--- src/rtl/serial_adder_pkg.sv ---
// Shared types and helpers for the digit-serial adder.
//   state_t     : controller states (IDLE, RUN)
//   num_digits  : digit steps per operation, WIDTH/DIGIT
//   cnt_width   : digit counter width, $clog2(N) but never below 1
package serial_adder_pkg;

   typedef enum logic {
      IDLE = 1'b0,
      RUN  = 1'b1
   } state_t;

   function automatic int num_digits(input int width, input int digit);
      return width / digit;
   endfunction

   function automatic int cnt_width(input int width, input int digit);
      int n;
      n = width / digit;
      return (n <= 1) ? 1 : $clog2(n);
   endfunction

endpackage

--- src/rtl/serial_adder_rca_slice.sv ---
// rca_slice: purely combinational DIGIT-bit ripple-carry adder.
//   x, y  : DIGIT-bit addends
//   ci    : carry in
//   s     : DIGIT-bit sum
//   co    : carry out of the top bit
//   c_msb : carry into the top bit (used for two's-complement overflow)
module rca_slice #(
   parameter int DIGIT = 4
) (
   input  logic [DIGIT-1:0] x,
   input  logic [DIGIT-1:0] y,
   input  logic             ci,
   output logic [DIGIT-1:0] s,
   output logic             co,
   output logic             c_msb
);

   logic [DIGIT:0] c;

   assign c[0] = ci;

   for (genvar i = 0; i < DIGIT; i++) begin : g_bit
      assign s[i]   = x[i] ^ y[i] ^ c[i];
      assign c[i+1] = (x[i] & y[i]) | (c[i] & (x[i] ^ y[i]));
   end

   assign co    = c[DIGIT];
   assign c_msb = c[DIGIT-1];

endmodule

--- src/rtl/serial_adder.sv ---
// serial_adder: multi-cycle a + b + cin, DIGIT bits per clock through one
// rca_slice with a registered carry between digits.
//   clk, rst_n       : clock, asynchronous active-low reset
//   start            : request an addition (sampled only while idle)
//   a, b, cin        : operands, captured on the accepting edge
//   busy             : operation in progress
//   done             : one-cycle pulse when sum/cout/overflow update
//   sum, cout        : (a+b+cin) mod 2^WIDTH and carry out, held until next completion
//   overflow         : two's-complement overflow of the full-width add
module serial_adder
   import serial_adder_pkg::*;
#(
   parameter int WIDTH = 16,
   parameter int DIGIT = 4
) (
   input  logic             clk,
   input  logic             rst_n,
   input  logic             start,
   input  logic [WIDTH-1:0] a,
   input  logic [WIDTH-1:0] b,
   input  logic             cin,
   output logic             busy,
   output logic             done,
   output logic [WIDTH-1:0] sum,
   output logic             cout,
   output logic             overflow
);

   localparam int N  = num_digits(WIDTH, DIGIT);
   localparam int CW = cnt_width(WIDTH, DIGIT);

   if (DIGIT < 1 || DIGIT > WIDTH || (WIDTH % DIGIT) != 0) begin : g_param_chk
      $fatal(1, "serial_adder: WIDTH (%0d) must be a multiple of DIGIT (%0d)", WIDTH, DIGIT);
   end

   state_t           state, state_nx;
   logic [WIDTH-1:0] a_sr, b_sr, res_sr, res_nx;
   logic             carry;
   logic [CW-1:0]    cnt;
   logic             last;

   logic [DIGIT-1:0] s;
   logic             co, c_msb;

   // {s, res_sr} >> DIGIT keeps the slice valid when DIGIT == WIDTH
   logic [WIDTH+DIGIT-1:0] res_cat;

   rca_slice #(.DIGIT(DIGIT)) u_slice (
      .x     (a_sr[DIGIT-1:0]),
      .y     (b_sr[DIGIT-1:0]),
      .ci    (carry),
      .s     (s),
      .co    (co),
      .c_msb (c_msb)
   );

   assign res_cat = {s, res_sr};
   assign res_nx  = res_cat[WIDTH+DIGIT-1:DIGIT];
   assign last    = (cnt == CW'(N - 1));
   assign busy    = (state == RUN);

   always_ff @(posedge clk or negedge rst_n) begin
      if (!rst_n) state <= IDLE;
      else        state <= state_nx;
   end

   always_comb begin
      state_nx = state;
      case (state)
         IDLE:    if (start) state_nx = RUN;
         RUN:     if (last)  state_nx = IDLE;
         default: state_nx = IDLE;
      endcase
   end

   always_ff @(posedge clk or negedge rst_n) begin
      if (!rst_n) begin
         a_sr     <= '0;
         b_sr     <= '0;
         res_sr   <= '0;
         carry    <= 1'b0;
         cnt      <= '0;
         sum      <= '0;
         cout     <= 1'b0;
         overflow <= 1'b0;
         done     <= 1'b0;
      end else begin
         done <= 1'b0;
         if (state == IDLE) begin
            if (start) begin
               a_sr   <= a;
               b_sr   <= b;
               carry  <= cin;
               res_sr <= '0;
               cnt    <= '0;
            end
         end else begin
            a_sr   <= a_sr >> DIGIT;
            b_sr   <= b_sr >> DIGIT;
            carry  <= co;
            res_sr <= res_nx;
            cnt    <= cnt + CW'(1);
            if (last) begin
               // only the final digit's carries describe the MSB
               sum      <= res_nx;
               cout     <= co;
               overflow <= co ^ c_msb;
               done     <= 1'b1;
            end
         end
      end
   end

endmodule

--- config.mk ---
export PLATFORM = sky130hd
export DESIGN_NAME = serial_adder
export DESIGN_NICKNAME = d
export VERILOG_FILES = /design/src/rtl/serial_adder_pkg.sv /design/src/rtl/serial_adder_rca_slice.sv /design/src/rtl/serial_adder.sv
export SDC_FILE = /design/constraint.sdc
export NUM_CORES = 1
export LEC_CHECK = 0
export ABC_AREA = 1
export ABC_CLOCK_PERIOD_IN_PS = 5350
export CAP_MARGIN = 20
export CELL_PAD_IN_SITES_DETAIL_PLACEMENT = 0
export CELL_PAD_IN_SITES_GLOBAL_PLACEMENT = 1
export CORE_UTILIZATION = 42
export DETAILED_ROUTE_END_ITERATION = 12
export GPL_TIMING_DRIVEN = 0
export PLACE_DENSITY = 0.9
export SYNTH_ARGS = -nofsm -noshare
export SYNTH_HDL_FRONTEND = slang
export SYNTH_HIERARCHICAL = 1
export SYNTH_SLANG_ARGS = --single-unit
--- constraint.sdc ---
create_clock -name clk -period 5.35 [get_ports clk]
set_clock_uncertainty 0.15 [all_clocks]
set_input_delay 1.07 -clock clk [delete_from_list [all_inputs] [get_ports clk]]
set_output_delay 1.07 -clock clk [all_outputs]
set_load 0.02 [all_outputs]
==> results of run 1 <==
## power breakdown
| group | leakage [nW] | internal, W | switching [W] | total (W) |
|---|---|---|---|---|
| clock network | 0.0947 | 0.000262 | 0.000202 | 0.000464 |
| registers | 0.880 | 0.000696 | 0.000107 | 0.000803 |
| logic | 0.836 | 0.000327 | 0.000434 | 0.000761 |
| total | 1.81 | 0.00129 | 0.000743 | 0.00203 |
## metrics by stage
stage	power, W	std cells	utilization	instance area, um2
5_1_grt	0.00217	464	0.559	3780
3_5_place_dp	0.00159	448	0.527	3560
3_3_place_gp	0.00156	448	0.528	3560
6_report	0.00203	464	0.559	3780
4_1_cts	0.00205	464	0.559	3780
2_1_floorplan	0.00130	314	-	2920
## registers in the layout (all words and copies together) (netlist names)
register	cells
a_sr	16
b_sr	16
sum	16
res_sr	12
cnt	2
busy	1
carry	1
cout	1
done	1
overflow	1
## cell type report
class | count | area share
buffer | 19 | 0.0434
clock buffer | 10 | 0.0338
clock inverter | 6 | 0.0238
inverter | 24 | 0.0245
multi-input combinational | 204 | 0.262
sequential | 67 | 0.444
tap | 80 | 0.0265
timing repair buffer | 54 | 0.142
## metal layers
layer	GRT usage	vias to the layer above	wire length [um]
met5	0	-	0
met4	0.0955	0	178
met3	0.0399	18	221
met2	0.296	69	2890
met1	0.241	1035	2810
li1	-	1130	-
## cells in the mapped netlist
cell                      count  area [um2]
sky130_fd_sc_hd__buf_2        8        40.0
sky130_fd_sc_hd__buf_6       11         124
sky130_fd_sc_hd__dfrtp_1     67        1680
sky130_fd_sc_hd__fa_1         4        80.1
sky130_fd_sc_hd__ha_1         1        12.5
sky130_fd_sc_hd__inv_1       22        82.6
sky130_fd_sc_hd__inv_2        1        3.75
sky130_fd_sc_hd__inv_4        1        6.26
sky130_fd_sc_hd__nand2_1    111         417
sky130_fd_sc_hd__nand2_4      1        11.3
sky130_fd_sc_hd__nand3_1     59         295
sky130_fd_sc_hd__nor2_1       1        3.75
sky130_fd_sc_hd__nor2_4       1        11.3
sky130_fd_sc_hd__o21ai_0      6        30.0
sky130_fd_sc_hd__o21ai_1     12        60.1
sky130_fd_sc_hd__o21ai_2      8        70.1
## worst paths after layout
check                           slack (ns)     start    endpoint  cells past startpoint
worst min-delay path                  0.32  a_sr[15]    a_sr[15]                      2
worst max register to register        3.01   b_sr[0]  res_sr[15]                      8
worst max-delay path                  2.72      busy        busy                      1
min in group asynchronous             0.68     rst_n      sum[3]                      1
worst min register to register        0.32  a_sr[15]    a_sr[15]                      2
max in group asynchronous             3.83     rst_n    a_sr[14]                      1
## cell usage in the layout, fill, tap and decap left out
master                            count
sky130_fd_sc_hd__clkdlybuf4s50_1     53
sky130_fd_sc_hd__ha_1                 1
sky130_fd_sc_hd__nand3_1             59
sky130_fd_sc_hd__nor2_4               1
sky130_fd_sc_hd__clkinvlp_4           4
sky130_fd_sc_hd__buf_6               11
sky130_fd_sc_hd__o21ai_1             12
sky130_fd_sc_hd__o21ai_2              8
sky130_fd_sc_hd__inv_1               22
sky130_fd_sc_hd__nor2_1               1
sky130_fd_sc_hd__nand2_4              1
sky130_fd_sc_hd__bufinv_16            2
sky130_fd_sc_hd__buf_2                8
sky130_fd_sc_hd__clkbuf_1             1
sky130_fd_sc_hd__inv_2                1
sky130_fd_sc_hd__inv_4                1
sky130_fd_sc_hd__o21ai_0              6
sky130_fd_sc_hd__nand2_1            111
sky130_fd_sc_hd__fa_1                 4
sky130_fd_sc_hd__clkbuf_8             9
sky130_fd_sc_hd__buf_4                1
sky130_fd_sc_hd__dfrtp_1             67
## worst register-to-register path, delay by kind of cell (launching register included)
family | cells | cell delay [ns]
flip-flops | 1 | 0.40
buffers and inverters | 3 | 0.25
adder cells (fa/ha/maj) | 4 | 1.35
AO/OA/AOI/OAI | 1 | 0.07
## cell families after synthesis
family	after synthesis
simple gates	173
flops	67
buf+inv	43
compound gates	26
fa+ha+maj	5
==> summary.md, run 1 <==
Across the VDD grid, the largest voltage drop is 0.000186 V. Buffers placed on the I/O ports in this run total 54. The maximum single-stage delay on the critical path is 0.63 ns.

The first-pass GRT wire length is 10300 um. In this run the worst hold path is classified as reg -> reg. Walking the worst path, the cells encountered are clkdlybuf4s50_1. The adder and majority gate portion of the synthesized area is 0.0317, and the mean number of vias per cell is 4.85. The routed layout has 2252 vias. CTS built an H-tree with a depth of 3.

After routing, the total negative slack on setup checks comes to 0 ns. The pin slew with the least headroom to its limit was 0.829 ns. The flow ran to the end, and the final reports show no timing, DRC or antenna violations. For this block, the initial DRC count from the detailed router was 112. Derived from the worst setup path, the maximum achievable clock frequency is 381 MHz. The number of buffer and inverter stages on the critical path is 1. TritonCTS built the clock tree.

The combinational family with the most area after synthesis was simple AND/OR/NAND/NOR gates. The required time at the endpoint of the critical path came out at 4.13 ns. In the synthesized netlist, the number of instances is 314. The simple-gate area share of the yosys netlist was 0.252; the overall die width was 85.4 um. Hold repair after CTS inserted 0 buffers. The startpoint type of the worst setup path is a register. From synthesis to final layout, the design area changed by 29.3%.

Entering global routing, the biggest net connects 68 pins. The placement row count is 30. For this design, the sink count on the clock tree is 67.

The die is 85.4 um tall. After clock tree synthesis, the repair step resized 0 gates. The effective utilization at floorplan was 0.433.

Fill cell total of the finished layout: 612. The antenna diode count is 0. The root buffer cell was sky130_fd_sc_hd__clkbuf_8. The I/O pin count was 56; the Yosys warning count was 6. The logs give 420 for the final net count and 9 for the TritonCTS buffer count.

The slowest stage of the critical path belongs to the cell sky130_fd_sc_hd__clkdlybuf4s50_1. The worst setup path is captured at an output pin. After layout, the worst setup slack is 2.72 ns.

The logs give 2 for the worst-case clock buffer depth and 4260 um for the post-detailed-placement half-perimeter wirelength. The fraction of synthesized area in multiplexers was 0. The maximum fanout along the worst path is 3.

The gate family responsible for the most delay along the worst path is buffers and inverters. The final number of max-transition violations is 0, and the count of maximum capacitance violations is 0. The post-synthesis compound-gate area fraction was 0.0548. The remaining number of nets flagged by the antenna check after routing is 0. The final period utilization works out to 0.491. Class of the most critical setup path: reg -> out. The power per standard cell area is 537 mW/mm2, and the area of the mapped netlist is 0.00292 mm2.

The multi-input combinational cells in the finished layout cover a total of 991 um2. For the detailed-routing iteration count for the pre-antenna-repair pass, the log shows 4. The count of final hold-check violations is 0, and the count of unresolved DRC violations after routing is 0. The setup slack at placement is 3.01 ns, and the final RePlAce weighted congestion is 0.759. Number of setup buffers added after CTS: 0. Summed over all layers, the global routing overflow is 0. The logs give 2205 for the via count of the first global-routing pass and 0.34 ns for the clock latency at the later pin of the worst-skew pair. Relative max-transition margin: 0.447. For the part of the Yosys area used for sequential elements, the log shows 0.573.

The static leakage power is 1.81 nW. In this run the mean area of a mapped cell was 9.31 um2. The die covers 0.00730 mm2.

The initial antenna violation count was 0; the data arrival time at the worst-slack endpoint was 1.41 ns. Setup repair after global routing left no endpoint under its margin. Area taken by flip-flops and latches: 0.00168 mm2. The layout cell share with drive strength beyond 1 is 0.122, and the flip-flop and latch count after synthesis is 67. Counting every net in the synthesized netlist gives 355. Average wire per standard cell: 13.1 um. The xor-xnor portion of the synthesized cell area came out at 0. Setup violations remaining at the end of the flow were counted as 0. After clock tree synthesis, the clock-pin slew on the worst setup and hold paths is 0.07 ns. The core region is 0.00676 mm2.

Subtracting the final worst setup slack from the clock period gives 2.63 ns. Final hold analysis gives a worst-case slack of 0.322 ns. The run gives 0.186 as the aggregate global-route resource usage.

The final layout contains routed wiring with a total length of 6100 um. After synthesis, the netlist uses 16 different library cells.
No activity file was read; power rests on OpenSTA's default activity.
==> run 2: changes to the inputs <==
--- a/config.mk
+++ b/config.mk
@@ -6,14 +6,14 @@
 export NUM_CORES = 1
 export LEC_CHECK = 0
 export ABC_AREA = 1
-export ABC_CLOCK_PERIOD_IN_PS = 5350
+export ABC_CLOCK_PERIOD_IN_PS = 2500
 export CAP_MARGIN = 20
 export CELL_PAD_IN_SITES_DETAIL_PLACEMENT = 0
 export CELL_PAD_IN_SITES_GLOBAL_PLACEMENT = 1
-export CORE_UTILIZATION = 42
+export CORE_UTILIZATION = 39
 export DETAILED_ROUTE_END_ITERATION = 12
 export GPL_TIMING_DRIVEN = 0
-export PLACE_DENSITY = 0.9
+export PLACE_DENSITY = 0.85
 export SYNTH_ARGS = -nofsm -noshare
 export SYNTH_HDL_FRONTEND = slang
 export SYNTH_HIERARCHICAL = 1
==> constraint.sdc (replaced) <==
create_clock -name clk -period 2.5 [get_ports clk]
set_clock_uncertainty 0.15 [all_clocks]
set_input_delay 0.5 -clock clk [delete_from_list [all_inputs] [get_ports clk]]
set_output_delay 0.5 -clock clk [all_outputs]
set_load 0.02 [all_outputs]
==> run 2 against run 1 <==
Critical path depth rose by 7. Worst setup slack got worse by 2.6 ns. Routed wire length fell by 1.1%. Largest cell class unchanged. Highest routed layer unchanged. Cell count rose by 4.1%. Register-to-register slack got worse by 2.9 ns.
==> summary.md, run 2 (synthesized netlist as in run 1, its figures left out) <==
The flow ran to the end, and the final reports show no timing, DRC or antenna violations. Area of combinational cells with multiple inputs: 991 um2. The tools report the post-detailed-placement half-perimeter wirelength as 4360 um.

For this design the ratio of total power to cell area is 1110 mW/mm2. The count of final hold-check violations is 0. Before CTS, the worst setup slack after placement is 0.108 ns. The detailed router finished its first iteration with 134 violations. The clock-pin slew on the worst setup and hold paths came out at 0.07 ns.

The worst setup path is of the reg -> reg kind. The run gives 0.177 as the aggregate global-route resource usage. The H-tree depth reported by CTS is 3, and the count of unresolved DRC violations after routing is 0. The run gives 483 as the non-filler instance count after layout. The tools report the area of the core region as 0.00725 mm2. Commonest non-fill, non-tap cell in the layout: sky130_fd_sc_hd__nand2_1. The final net count was 420; the mean number of vias per cell was 4.70. The logs give 0 for the remaining number of nets flagged by the antenna check after routing and 0 for the overall overflow remaining after global route.

The part of the power in the clock network came out at 0.195. The floorplan step defined a die boundary enclosing 0.00785 mm2. The logs give 0 for the initial antenna violation count and 425 MHz for the fmax. The I/O pin count was 56. The run gives 0.00261 W as the cell-internal power. STA classifies the critical path startpoint as a register. For this block, the via count after detailed routing is 2270. The relative max-transition margin came out at 0.446. The most critical setup path has its startpoint at b_sr[0]. For the smallest setup slack after layout, the log shows 0.149 ns.

The completed layout was analyzed and its total power is 0.00417 W. VDD sags by at most 0.000388 V. Setup repair after global routing left no endpoint under its margin. Input and output buffers added on the ports amount to 54. The area taken by flip-flops and latches is 0.00168 mm2.

The pin slew with the least headroom to its limit works out to 0.831 ns. Entering global routing, the biggest net connects 68 pins. The TritonCTS buffer count is 9, and the antenna diode count is 0. Via count of the first global-routing pass: 2062. The tools report the end-of-flow core utilization as 0.519. Clock tree synthesis selected as its root buffer the cell sky130_fd_sc_hd__clkbuf_8.

For this design the static power due to leakage is 1.80 nW. STA puts the critical path data required time at 2.58 ns. The clock drives 67 sinks.

The logs give 0.411 for the power share of the sequential group and 0 for the number of setup buffers added after CTS. The tools report the total net switching power as 0.00157 W. The filler cells instantiated in the layout total 699. Setup violations remaining at the end of the flow were counted as 0. The height of the die is 88.6 um.

The floorplan has 31 rows. Worst min-delay path class: in -> async. The overall die width is 88.6 um, and the final RePlAce weighted congestion is 0.765. The logs give 2.43 ns for the data arrival time at the worst-slack endpoint and 0 for the final number of max-transition violations.

For this block, the routed nets add up to 6030 um of wire. The final period utilization is 0.940. In the layout the commonest cells are sky130_fd_sc_hd__nand2_1, sky130_fd_sc_hd__dfrtp_1, sky130_fd_sc_hd__nand3_1, sky130_fd_sc_hd__clkdlybuf4s50_1, sky130_fd_sc_hd__inv_1. Cell total after placement: 467. The layout cell share with drive strength beyond 1 is 0.125. The tools report the endpoint class of the critical path as a register.

From synthesis to final layout, the design area changed by 28.8%. The source of the worst register-to-register timing path was b_sr[0]. Along the worst path, the maximum fanout reaches 3. The time the worst path needs with I/O delays and setup came out at 2.35 ns. TritonCTS built the clock tree. The part of the total power dissipated in combinational logic came out at 0.394. The switching part of the total came out at 0.376.

The tools report the clock latency at the later pin of the worst-skew pair as 0.34 ns. Across the run, the number of max-cap violations was 0. For the effective utilization at floorplan, the log shows 0.403. In the final layout, the registers with the most flip-flops are a_sr (16), b_sr (16), sum (16). The detailed-routing iteration count for the pre-antenna-repair pass was 4; the first-pass GRT wire length was 10000 um. Worst-case clock buffer depth: 2. Average wire per standard cell: 12.5 um.
## run 2: cell types whose count changed in the layout (fill, tap and decap cells not counted)
cell / change
sky130_fd_sc_hd__bufinv_16: -2
sky130_fd_sc_hd__clkbuf_8: +2
sky130_fd_sc_hd__clkinv_2: +2
sky130_fd_sc_hd__clkinvlp_4: -2
sky130_fd_sc_hd__inv_1: -1
sky130_fd_sc_hd__inv_2: +1
## run 2: final timing paths
check                        endpoint  slack (ns)  cells after the start
max                        res_sr[15]        0.15                      8
min in group clk             a_sr[15]        0.32                      2
min                            sum[2]        0.07                      1
max in group asynchronous   res_sr[4]        1.55                      1
max reg2reg                res_sr[15]        0.15                      8
min reg2reg                  a_sr[15]        0.32                      2
## run 2: per-layer routing
metal	wire length, um	global-route usage
met1	2750	0.223
met2	2910	0.281
met3	312	0.0662
met4	58	0.0616
met5	0	0
## run 2: timing repair
item / in CTS / in global routing
hold buffers: 0 / 0
resized for setup: 0 / 1
setup endpoints to repair: 0 / 1
## run 2: metrics by stage
step                setup TNS [ns]  instance area (um2)  hold slack [ns]
floorplan                        0                 2920           0.0544
global placement            -93.63                 3590            0.303
detailed placement               0                 3590            0.310
CTS                              0                 3770            0.127
global route                     0                 3770            0.161
finish                           0                 3770           0.0744
## run 2: final cells by class
type / instances / area share
clock buffers: 12 / 0.0412
plain buffers: 19 / 0.0435
inverters: 24 / 0.0246
repair buffers: 54 / 0.143
multi-input cells: 204 / 0.263
flip-flops and latches: 67 / 0.445
well taps: 99 / 0.0329
clock inverters: 4 / 0.00664
## run 2: power groups by stage
| stage | sequential (W) | clock [W] | combinational (W) |
|---|---|---|---|
| 2_1_floorplan | 0.00184 | 0 | 0.000946 |
| 3_3_place_gp | 0.00172 | 0 | 0.00163 |
| 3_5_place_dp | 0.00174 | 0 | 0.00167 |
| 4_1_cts | 0.00172 | 0.000839 | 0.00167 |
| 5_1_grt | 0.00177 | 0.000885 | 0.00186 |
| 6_report | 0.00172 | 0.000815 | 0.00164 |
## run 2: critical path: stages (launching register included)
cell and delay [ns]:
sky130_fd_sc_hd__dfrtp_1 0.40, sky130_fd_sc_hd__fa_1 0.19, sky130_fd_sc_hd__inv_1 0.05, sky130_fd_sc_hd__fa_1 0.37, sky130_fd_sc_hd__fa_1 0.39, sky130_fd_sc_hd__inv_2 0.09, sky130_fd_sc_hd__fa_1 0.41, sky130_fd_sc_hd__inv_1 0.10
sky130_fd_sc_hd__o21ai_0 0.08
